### src/rtl/i2c_target_if.sv
// ---------------------------------------------------------------------------
// i2c_target_if
//   Bundles the pad-side I2C lines and the register-file access port of the
//   I2C target.
//
//   Signals:
//     scl_in   : raw SCL pad input (asynchronous to clk)
//     sda_in   : raw SDA pad input (asynchronous to clk)
//     sda_oe   : 1 = pull SDA low, 0 = release SDA (open drain)
//     reg_addr : current register pointer
//     wr_data  : received data byte, valid while wr_en is high
//     wr_en    : one-cycle register write strobe
//     rd_data  : register contents at reg_addr (combinational from reg file)
//     rd_en    : one-cycle read strobe; rd_data is captured in that cycle
//     busy     : high from START to STOP
//
//   Modports:
//     slave  : the I2C target block
//     master : the pad ring / register file / test environment around it
// ---------------------------------------------------------------------------
interface i2c_target_if #(
    parameter int PTR_W = 8
);
    logic             scl_in;
    logic             sda_in;
    logic             sda_oe;
    logic [PTR_W-1:0] reg_addr;
    logic [7:0]       wr_data;
    logic             wr_en;
    logic [7:0]       rd_data;
    logic             rd_en;
    logic             busy;

    modport slave (
        input  scl_in, sda_in, rd_data,
        output sda_oe, reg_addr, wr_data, wr_en, rd_en, busy
    );

    modport master (
        output scl_in, sda_in, rd_data,
        input  sda_oe, reg_addr, wr_data, wr_en, rd_en, busy
    );
endinterface

### src/rtl/i2c_target.sv
// ---------------------------------------------------------------------------
// i2c_target
//   I2C target front end for on-chip register access. SCL/SDA are
//   oversampled on clk (clk must be at least 8x the SCL rate), START / STOP /
//   repeated START are decoded, the 7-bit address is matched, and each
//   transfer becomes single-cycle write/read strobes on a register file
//   addressed by an auto-incrementing pointer. SDA is only ever pulled low
//   or released.
//
//   Parameters:
//     TGT_ADDR : own 7-bit address (default 7'h42)
//     PTR_W    : register pointer width (default 8); must match the
//                interface instance's PTR_W
//
//   Ports:
//     clk   : system clock
//     reset : synchronous, active-low
//     bus   : i2c_target_if.slave (pad lines and register-file port)
//
//   Optional feature:
//     I2C_TGT_GCALL_EN : when defined, the general-call address 7'h00 with
//                        R/W=0 is also ACKed and handled as a normal write.
//                        7'h00 with R/W=1 is always NACKed.
// ---------------------------------------------------------------------------
module i2c_target #(
    parameter logic [6:0] TGT_ADDR = 7'h42,
    parameter int         PTR_W    = 8
) (
    input logic         clk,
    input logic         reset,
    i2c_target_if.slave bus
);

    typedef enum logic [2:0] {
        IDLE,
        ADDR,
        ADDR_ACK,
        WR_BYTE,
        WR_ACK,
        RD_BYTE,
        RD_ACK,
        IGNORE
    } state_t;

    state_t state_q, state_d;

    // Input conditioning: 2-flop synchronizer plus one edge-detect flop.
    logic [1:0] scl_sync_q, sda_sync_q;
    logic       scl_dly_q, sda_dly_q;
    logic       scl_s, sda_s;
    logic       scl_rise, scl_fall, start_det, stop_det;

    logic [3:0]       bitcnt_q, bitcnt_d;
    logic [7:0]       shift_q, shift_d;
    logic             rw_q, rw_d;
    logic             ptr_pend_q, ptr_pend_d;
    logic             ack_ok_q, ack_ok_d;
    logic             sda_oe_q, sda_oe_d;
    logic [PTR_W-1:0] reg_addr_q, reg_addr_d;
    logic [7:0]       wr_data_q, wr_data_d;
    logic             wr_en_q, wr_en_d;
    logic             rd_en_q, rd_en_d;
    logic             busy_q, busy_d;

    logic addr_hit, gcall_hit;

    // Synchronizers reset to the idle-bus level so leaving reset never
    // fabricates an edge.
    always_ff @(posedge clk) begin
        if (!reset) begin
            scl_sync_q <= 2'b11;
            sda_sync_q <= 2'b11;
            scl_dly_q  <= 1'b1;
            sda_dly_q  <= 1'b1;
        end else begin
            scl_sync_q <= {scl_sync_q[0], bus.scl_in};
            sda_sync_q <= {sda_sync_q[0], bus.sda_in};
            scl_dly_q  <= scl_s;
            sda_dly_q  <= sda_s;
        end
    end

    assign scl_s     = scl_sync_q[1];
    assign sda_s     = sda_sync_q[1];
    assign scl_rise  = scl_s & ~scl_dly_q;
    assign scl_fall  = ~scl_s & scl_dly_q;
    // SCL must be high both before and after the SDA edge, so an SDA change
    // that races an SCL edge is never mistaken for START/STOP.
    assign start_det = scl_s & scl_dly_q & ~sda_s & sda_dly_q;
    assign stop_det  = scl_s & scl_dly_q & sda_s & ~sda_dly_q;

    assign addr_hit = (shift_q[7:1] == TGT_ADDR);
`ifdef I2C_TGT_GCALL_EN
    // Only the write form of general call is accepted; 8'h01 misses.
    assign gcall_hit = (shift_q == 8'h00);
`else
    assign gcall_hit = 1'b0;
`endif

    always_comb begin
        state_d    = state_q;
        bitcnt_d   = bitcnt_q;
        shift_d    = shift_q;
        rw_d       = rw_q;
        ptr_pend_d = ptr_pend_q;
        ack_ok_d   = ack_ok_q;
        sda_oe_d   = sda_oe_q;
        reg_addr_d = reg_addr_q;
        wr_data_d  = wr_data_q;
        wr_en_d    = 1'b0;
        rd_en_d    = 1'b0;
        busy_d     = busy_q;

        // Pointer advances in the cycle after a write strobe.
        if (wr_en_q) begin
            reg_addr_d = reg_addr_q + PTR_W'(1);
        end

        // The read strobe is issued on the SCL fall; rd_data is captured and
        // bit 7 is put on SDA in the strobe cycle, still early in SCL low.
        if (rd_en_q && (state_q == RD_BYTE)) begin
            shift_d  = bus.rd_data;
            sda_oe_d = ~bus.rd_data[7];
            bitcnt_d = 4'd1;
        end

        case (state_q)
            IDLE: begin
                sda_oe_d = 1'b0;
            end

            ADDR: begin
                if (scl_rise) begin
                    shift_d  = {shift_q[6:0], sda_s};
                    bitcnt_d = bitcnt_q + 4'd1;
                end else if (scl_fall && (bitcnt_q == 4'd8)) begin
                    if (addr_hit || gcall_hit) begin
                        sda_oe_d = 1'b1;
                        rw_d     = shift_q[0];
                        state_d  = ADDR_ACK;
                    end else begin
                        sda_oe_d = 1'b0;
                        state_d  = IGNORE;
                    end
                end
            end

            ADDR_ACK: begin
                if (scl_fall) begin
                    sda_oe_d = 1'b0;
                    bitcnt_d = 4'd0;
                    if (!rw_q) begin
                        ptr_pend_d = 1'b1;
                        state_d    = WR_BYTE;
                    end else begin
                        rd_en_d = 1'b1;
                        state_d = RD_BYTE;
                    end
                end
            end

            WR_BYTE: begin
                if (scl_rise) begin
                    shift_d  = {shift_q[6:0], sda_s};
                    bitcnt_d = bitcnt_q + 4'd1;
                end else if (scl_fall && (bitcnt_q == 4'd8)) begin
                    sda_oe_d = 1'b1;
                    if (ptr_pend_q) begin
                        reg_addr_d = PTR_W'(shift_q);
                        ptr_pend_d = 1'b0;
                    end else begin
                        wr_en_d   = 1'b1;
                        wr_data_d = shift_q;
                    end
                    state_d = WR_ACK;
                end
            end

            WR_ACK: begin
                if (scl_fall) begin
                    sda_oe_d = 1'b0;
                    bitcnt_d = 4'd0;
                    state_d  = WR_BYTE;
                end
            end

            RD_BYTE: begin
                // bitcnt counts bits already presented on SDA.
                if (scl_fall) begin
                    if (bitcnt_q == 4'd8) begin
                        sda_oe_d = 1'b0;
                        ack_ok_d = 1'b0;
                        state_d  = RD_ACK;
                    end else begin
                        sda_oe_d = ~shift_q[6];
                        shift_d  = {shift_q[6:0], 1'b0};
                        bitcnt_d = bitcnt_q + 4'd1;
                    end
                end
            end

            RD_ACK: begin
                if (scl_rise) begin
                    reg_addr_d = reg_addr_q + PTR_W'(1);
                    if (sda_s) begin
                        state_d = IGNORE;
                    end else begin
                        ack_ok_d = 1'b1;
                    end
                end else if (scl_fall && ack_ok_q) begin
                    rd_en_d  = 1'b1;
                    bitcnt_d = 4'd0;
                    state_d  = RD_BYTE;
                end
            end

            IGNORE: begin
                sda_oe_d = 1'b0;
            end

            default: begin
                sda_oe_d = 1'b0;
                state_d  = IDLE;
            end
        endcase

        if (stop_det) begin
            state_d  = IDLE;
            sda_oe_d = 1'b0;
            busy_d   = 1'b0;
        end else if (start_det) begin
            state_d  = ADDR;
            bitcnt_d = 4'd0;
            sda_oe_d = 1'b0;
            busy_d   = 1'b1;
        end
    end

    always_ff @(posedge clk) begin
        if (!reset) begin
            state_q    <= IDLE;
            bitcnt_q   <= 4'd0;
            rw_q       <= 1'b0;
            ptr_pend_q <= 1'b0;
            ack_ok_q   <= 1'b0;
            sda_oe_q   <= 1'b0;
            reg_addr_q <= '0;
            wr_data_q  <= 8'h00;
            wr_en_q    <= 1'b0;
            rd_en_q    <= 1'b0;
            busy_q     <= 1'b0;
        end else begin
            state_q    <= state_d;
            bitcnt_q   <= bitcnt_d;
            rw_q       <= rw_d;
            ptr_pend_q <= ptr_pend_d;
            ack_ok_q   <= ack_ok_d;
            sda_oe_q   <= sda_oe_d;
            reg_addr_q <= reg_addr_d;
            wr_data_q  <= wr_data_d;
            wr_en_q    <= wr_en_d;
            rd_en_q    <= rd_en_d;
            busy_q     <= busy_d;
        end
    end

    // Shift register is pure datapath; its content is meaningless until a
    // full byte has been clocked in or loaded.
    always_ff @(posedge clk) begin
        shift_q <= shift_d;
    end

    assign bus.sda_oe   = sda_oe_q;
    assign bus.reg_addr = reg_addr_q;
    assign bus.wr_data  = wr_data_q;
    assign bus.wr_en    = wr_en_q;
    assign bus.rd_en    = rd_en_q;
    assign bus.busy     = busy_q;

endmodule
### src/flat_wrapper.sv
// flat-port wrapper written by rule: the top's interface ports become plain ports
module i2c_target_flat 
#(
    parameter logic [6:0] TGT_ADDR = 7'h42,
    parameter int         PTR_W    = 8
)
  (clk, reset, bus_scl_in, bus_sda_in, bus_rd_data, bus_sda_oe, bus_reg_addr, bus_wr_data, bus_wr_en, bus_rd_en, bus_busy);
  i2c_target_if #(.PTR_W(PTR_W)) bus_i ();
  input logic clk;
  input logic reset;
  input wire logic [$bits(bus_i.scl_in)-1:0] bus_scl_in;
  input wire logic [$bits(bus_i.sda_in)-1:0] bus_sda_in;
  input wire logic [$bits(bus_i.rd_data)-1:0] bus_rd_data;
  output wire logic [$bits(bus_i.sda_oe)-1:0] bus_sda_oe;
  output wire logic [$bits(bus_i.reg_addr)-1:0] bus_reg_addr;
  output wire logic [$bits(bus_i.wr_data)-1:0] bus_wr_data;
  output wire logic [$bits(bus_i.wr_en)-1:0] bus_wr_en;
  output wire logic [$bits(bus_i.rd_en)-1:0] bus_rd_en;
  output wire logic [$bits(bus_i.busy)-1:0] bus_busy;
  assign bus_i.scl_in = bus_scl_in;
  assign bus_i.sda_in = bus_sda_in;
  assign bus_i.rd_data = bus_rd_data;
  assign bus_sda_oe = bus_i.sda_oe;
  assign bus_reg_addr = bus_i.reg_addr;
  assign bus_wr_data = bus_i.wr_data;
  assign bus_wr_en = bus_i.wr_en;
  assign bus_rd_en = bus_i.rd_en;
  assign bus_busy = bus_i.busy;
  i2c_target #(.TGT_ADDR(TGT_ADDR), .PTR_W(PTR_W)) u_core (.clk(clk), .reset(reset), .bus(bus_i));
endmodule
### config.mk
export PLATFORM = sky130hd
export DESIGN_NAME = i2c_target_flat
export DESIGN_NICKNAME = d
export VERILOG_FILES = /design/src/rtl/i2c_target_if.sv /design/src/rtl/i2c_target.sv /design/src/flat_wrapper.sv
export SDC_FILE = /design/constraint.sdc
export NUM_CORES = 1
export LEC_CHECK = 0
export BUFFER_PORTS_ARGS = -buffer_cell sky130_fd_sc_hd__buf_2
export CORE_AREA = 2 2 103 55
export CTS_BUF_LIST = sky130_fd_sc_hd__clkbuf_2
export DETAILED_ROUTE_END_ITERATION = 10
export DIE_AREA = 0 0 105 57
export MAX_ROUTING_LAYER = met4
export PLACE_DENSITY = 0.69
export RECOVER_POWER = 25
export SETUP_SLACK_MARGIN = 0.5
export SYNTH_ARGS = -nofsm -noshare
export SYNTH_HDL_FRONTEND = slang
export SYNTH_SLANG_ARGS = --single-unit
### constraint.sdc
create_clock -name clk -period 2.2 [get_ports clk]
set_clock_uncertainty 0.1 [all_clocks]
set_input_delay 0.55 -clock clk [delete_from_list [all_inputs] [get_ports clk]]
set_output_delay 0.55 -clock clk [all_outputs]
set_load 0.1 [all_outputs]
# After elaboration in Yosys (flattened, before gate mapping)
# Index checks and enable logic that the tools add are counted.
# op_classes
n_eq_ne	32
reduce_logical	20
bitwise_logic	18
add_sub_neg	2
mux	62
# ops
op	n
8-bit two-way mux	9
3-bit two-way mux	13
4-bit two-way mux	9
8-bit case mux with 2 select lines	2
1-bit two-way mux	23
11-bit AND reduction	2
3-bit by 1-bit inequality test with 1-bit output, second input constant	6
3-bit case mux with 6 select lines	1
4-bit case mux with 4 select lines	1
3-bit == test, second input constant	4
2-bit by 1-bit inequality test with 1-bit output, second input constant	6
1-bit NOT	11
2-bit inequality test, second input constant	5
5-bit AND reduction	2
8-bit by 1-bit adder with 8-bit output, second input constant	1
4-bit AND reduction	2
2-bit OR reduction	4
1-bit bitwise AND	7
7-bit == test, second input constant	1
7-bit nonzero test	1
3-bit by 2-bit == test with 1-bit output, second input constant	2
3-bit by 2-bit inequality test with 1-bit output, second input constant	2
3-bit inequality test, second input constant	2
1-bit case mux with 2 select lines	3
12 further kinds	15
# word_totals
input_bits	12
output_inout_bits	20
wordCells	151
regBits	44

# Longest topological paths before layout
# depth
depth_word	8
ltp_mapped	8

# Worst setup path after synthesis
# Ideal clock, no wire load.
# synth_timing
kind	register to register
startpoint	register u_core.reg_addr_q[0], in the netlist u_core.bus.reg_addr[0]
endpoint	register u_core.reg_addr_q[6], in the netlist u_core.bus.reg_addr[6]
n_path_buf	0
arrival_time_ns	2.161
stages_incl_launch_ff	6
setup_slack_ns	-0.135
setup_ns	0.074
cell_sequence	dfxtp_1 -> ha_1 -> nand2_1 -> or2_1 -> or4_1 -> a31oi_1
# synth_between
elab_chain_len	6
word_cells_on_any_way	7
# synth_rtl
element	line_no	rtl
start: declaration	i2c_target.sv:59	logic [PTR_W-1:0] reg_addr_q, reg_addr_d;
start signal: assignment	i2c_target.sv:259	reg_addr_q <= reg_addr_d;
8-bit by 1-bit adder with 8-bit output *	i2c_target.sv:116, i2c_target.sv:204	
8-bit two-way mux	i2c_target.sv:115	if (wr_en_q) begin
8-bit two-way mux	i2c_target.sv:168	if (ptr_pend_q) begin
8-bit two-way mux	i2c_target.sv:166	end else if (scl_fall && (bitcnt_q == 4'd8)) begin
8-bit two-way mux	i2c_target.sv:163	if (scl_rise) begin
8-bit case mux with 2 select lines *	i2c_target.sv:127	case (state_q)
# Mark *: on every way between the ends. The rest lies on a longest branch, timed or not.
# A chain may end at the register's enable or synchronous reset.

# Worst setup path in the final report
# layout_timing
startpoint	register u_core.scl_sync_q[1]
endpoint	register u_core.bitcnt_q[2]
# layout_between
elab_chain_len	8
word_cells_on_any_way	17
# layout_rtl
element	line_no	rtl
start: declaration	i2c_target.sv:48	logic [1:0] scl_sync_q, sda_sync_q;
start signal: assignment	i2c_target.sv:76	scl_sync_q <= {scl_sync_q[0], bus.scl_in};
1-bit NOT	i2c_target.sv:86	assign scl_fall = ~scl_s & scl_dly_q;
1-bit bitwise AND	i2c_target.sv:86	
1-bit logical AND	i2c_target.sv:210	end else if (scl_fall && ack_ok_q) begin
4-bit two-way mux	i2c_target.sv:210	
4-bit two-way mux	i2c_target.sv:203	if (scl_rise) begin
4-bit case mux with 4 select lines	i2c_target.sv:127	
4-bit two-way mux	i2c_target.sv:231	end else if (start_det) begin
4-bit two-way mux *	i2c_target.sv:227	if (stop_det) begin
end signal: assignment	i2c_target.sv:254	bitcnt_q <= bitcnt_d;
end: declaration	i2c_target.sv:53	logic [3:0] bitcnt_q, bitcnt_d;
# Marks and branches as above.

==> results.json <==
{
  "leakage_nw": 1.33,
  "yosysSeqAreaShare_pct": 35.5,
  "portBuffers": 31,
  "p_int_mw": 0.908,
  "finalCritPeriodShare_pct": 87.2,
  "cts_buffer_depth": 2,
  "ys_seq_elements": 44,
  "hold_path_depth": 2,
  "ys.flop_type": "dfxtp_1",
  "status": "complete, no violations",
  "stdcell_area_sq_um": 3550,
  "synthAdderAreaFrac_pct": 1.51,
  "die_y_um": 57,
  "rows": 19,
  "nets": 343,
  "hold_viol": 0,
  "hold_class": "in -> reg",
  "rsz0062_at_grt": "true",
  "ioPinCount": 32,
  "synth_edf_count": 0,
  "cts_max_level": 2,
  "fill_cells": 389,
  "syn-cell-area_sq_um": 2480,
  "wl_per_cell_um": 19.9,
  "drt-initial-drc-count": 143,
  "synth_top_family_by_area": "simple AND/OR/NAND/NOR gates",
  "drv_slew": 0,
  "total_power_mw": 1.26,
  "drc_errors": 0,
  "p_switching_mw": 0.352,
  "yosys_warnings": 0,
  "timing.slew.headroom_pct": 56.3,
  "pwr_density_cell_nw_per_um2": 355,
  "critPathLaunchType": "register",
  "hold_buffers": 0,
  "setup_tns_ns": 0,
  "detail-route-antenna-nets": 0,
  "synthMuxAreaShare_pct": 11.9,
  "die_area_sq_um": 5990,
  "cts_tree": "done",
  "irDropWorstVdd_mv": 0.216,
  "whs_ns": 0.202,
  "clock_power_share_pct": 27.5,
  "synth-simple-area-share_pct": 24.9,
  "hpwl_um": 4910,
  "overflow": 0,
  "synth_xor_xnor_area_share_pct": 0.707,
  "clock-sinks": 44,
  "dpl_cell_area_sq_um": 2770,
  "antenna_found_initial": 0,
  "initial_core_util_pct": 47.8,
  "cp.required_ns": 2.44,
  "pre_cts_slack_ns": 0.143,
  "tightest_slew_ns": 0.655,
  "p_comb_share_pct": 8.0,
  "syn_area_per_cell_sq_um": 9.42,
  "clock-root-buffer": "clkbuf_2",
  "place_inst": 368,
  "crit_arrival_ns": 2.16,
  "syn_to_final_growth_pct": 43.3,
  "clock.fmax_mhz": 521,
  "cts_buffers": 5,
  "stdcell_count": 401,
  "crit_type": "reg -> reg",
  "cp_max_fo": 9,
  "gp_congestion": 0.907,
  "min_period_ns": 1.92,
  "n_antenna_cell": 0,
  "dr.pass1.iters": 7,
  "clkTransAtPathRegs_ns": 0.23,
  "seqPwrFrac_pct": 64.5,
  "synth_fp_nets": 278,
  "setup_slack_ns": 0.281,
  "endpoint_kind": "register",
  "routed_wl_um": 7990,
  "layout_commonest_cell": "buf_4",
  "yosysUniqueCellTypes": 73,
  "drive_gt1_share_pct": 48.5,
  "clkLatencyLatePin_ns": 0.41,
  "grtUsageTotal_pct": 25.5,
  "fin_util_pct": 68.5,
  "synth_compound_area_share_pct": 18.9,
  "die_x_um": 105,
  "netlist_instances": 263,
  "layout_common_cells": "buf_4, dfxtp_1, nor2_1, buf_12, dfxtp_4",
  "dr_total_vias": 2411,
  "grt_pass1_wl_um": 11400,
  "cap_viol_max_count": 0,
  "synthArstFlopShare_pct": 0,
  "viasPerCell": 6.01,
  "finalSetupViolCount": 0,
  "core_region_area_sq_um": 5180,
  "ff2ff_path_depth": 5,
  "sw_frac_of_total_pct": 27.9,
  "first_global_vias": 2116,
  "grt_max_degree": 19
}
worst paths after layout:
kind	start	endpoint	slack, ns
hold / removal	bus_scl_in	u_core.scl_sync_q[0]	0.20
setup / recovery	u_core.scl_sync_q[1]	u_core.bitcnt_q[2]	0.28
setup reg to reg	u_core.scl_sync_q[1]	u_core.bitcnt_q[2]	0.28
hold reg to reg	u_core.sda_sync_q[0]	u_core.sda_sync_q[1]	0.35
sequential cells by signal, summed over array words and instances (netlist names):
name and flops:
u_core.bus.busy 1, u_core.ptr_pend_q 1, u_core.bitcnt_q 4, u_core.bus.reg_addr 8, u_core.scl_dly_q 1, u_core.bus.wr_data 8
u_core.bus.wr_en 1, u_core.bus.rd_en 1, u_core.shift_q 8, u_core.sda_dly_q 1, u_core.ack_ok_q 1, u_core.state_q 3
u_core.sda_sync_q 2, u_core.bus.sda_oe 1, u_core.scl_sync_q 2, u_core.rw_q 1
critical path: stages (launching register included):
cell and delay, ns:
dfxtp_1 0.47, clkbuf_1 0.38, and4b_1 0.36, nand2b_1 0.28
a2111oi_4 0.06, a41o_1 0.20
repair_timing:
item | in CTS | in global routing
hold endpoints to repair | 0 | 0
endpoints found under the setup margin | 53 | 51
pin swaps | 2 | 13
setup buffers | 12 | 11
cloned | 2 | 1
gates resized for setup | 76 | 79
metal layers:
metal / share of wire (%) / vias up / GRT usage (%)
li1: - / 1107 / -
met1: 46 / 1160 / 38.6
met5: 0 / - / -
met3: 11 / 8 / 8.57
met4: 0.74 / 0 / 4.38
met2: 43 / 136 / 32.3
power by group through the flow:
| stage | sequential, mW | combinational (mW) | clock [mW] |
|---|---|---|---|
| 2_1_floorplan | 0.828 | 0.0555 | 0 |
| 3_3_place_gp | 0.831 | 0.0850 | 0 |
| 3_5_place_dp | 0.832 | 0.0850 | 0 |
| 4_1_cts | 0.812 | 0.0901 | 0.347 |
| 5_1_grt | 0.812 | 0.108 | 0.384 |
| 6_report | 0.812 | 0.101 | 0.346 |
final cells by class:
| class | count | area, sq um | area share, % |
|---|---|---|---|
| clock buffers | 5 | 25.0 | 0.705 |
| repair buffers | 72 | 761 | 21.4 |
| well taps | 73 | 91.3 | 2.57 |
| flip-flops and latches | 44 | 948 | 26.7 |
| multi-input cells | 194 | 1670 | 47.1 |
| inverters | 11 | 41.3 | 1.16 |
| clock inverters | 2 | 11.3 | 0.317 |
cell families after synthesis:
kind of cell / after synthesis
muxes: 25
DFF: 44
and+or+nand+nor: 96
buffers and inverters: 26
AOI/OAI and AO/OA: 67
adders and majority gates: 3
xor gates and xnor gates: 2
cells in the mapped netlist, types with 4 or more instances:
cell / n / area (sq um)
a21oi_1: 11 / 55.1
a31oi_1: 8 / 50.1
nand2_1: 12 / 45.0
nand3_1: 7 / 35.0
o21ai_1: 6 / 30.0
dfxtp_1: 44 / 881
nor3_1: 6 / 30.0
nor2_1: 16 / 60.1
nand4_1: 5 / 31.3
buf_6: 6 / 67.6
o21ai_0: 13 / 65.1
mux2i_1: 10 / 100
nand2b_1: 12 / 75.1
mux2_4: 7 / 105
mux2_2: 8 / 90.1
buf_4: 4 / 30.0
inv_1: 8 / 30.0
Note: power is estimated with default switching activity, not from simulation.
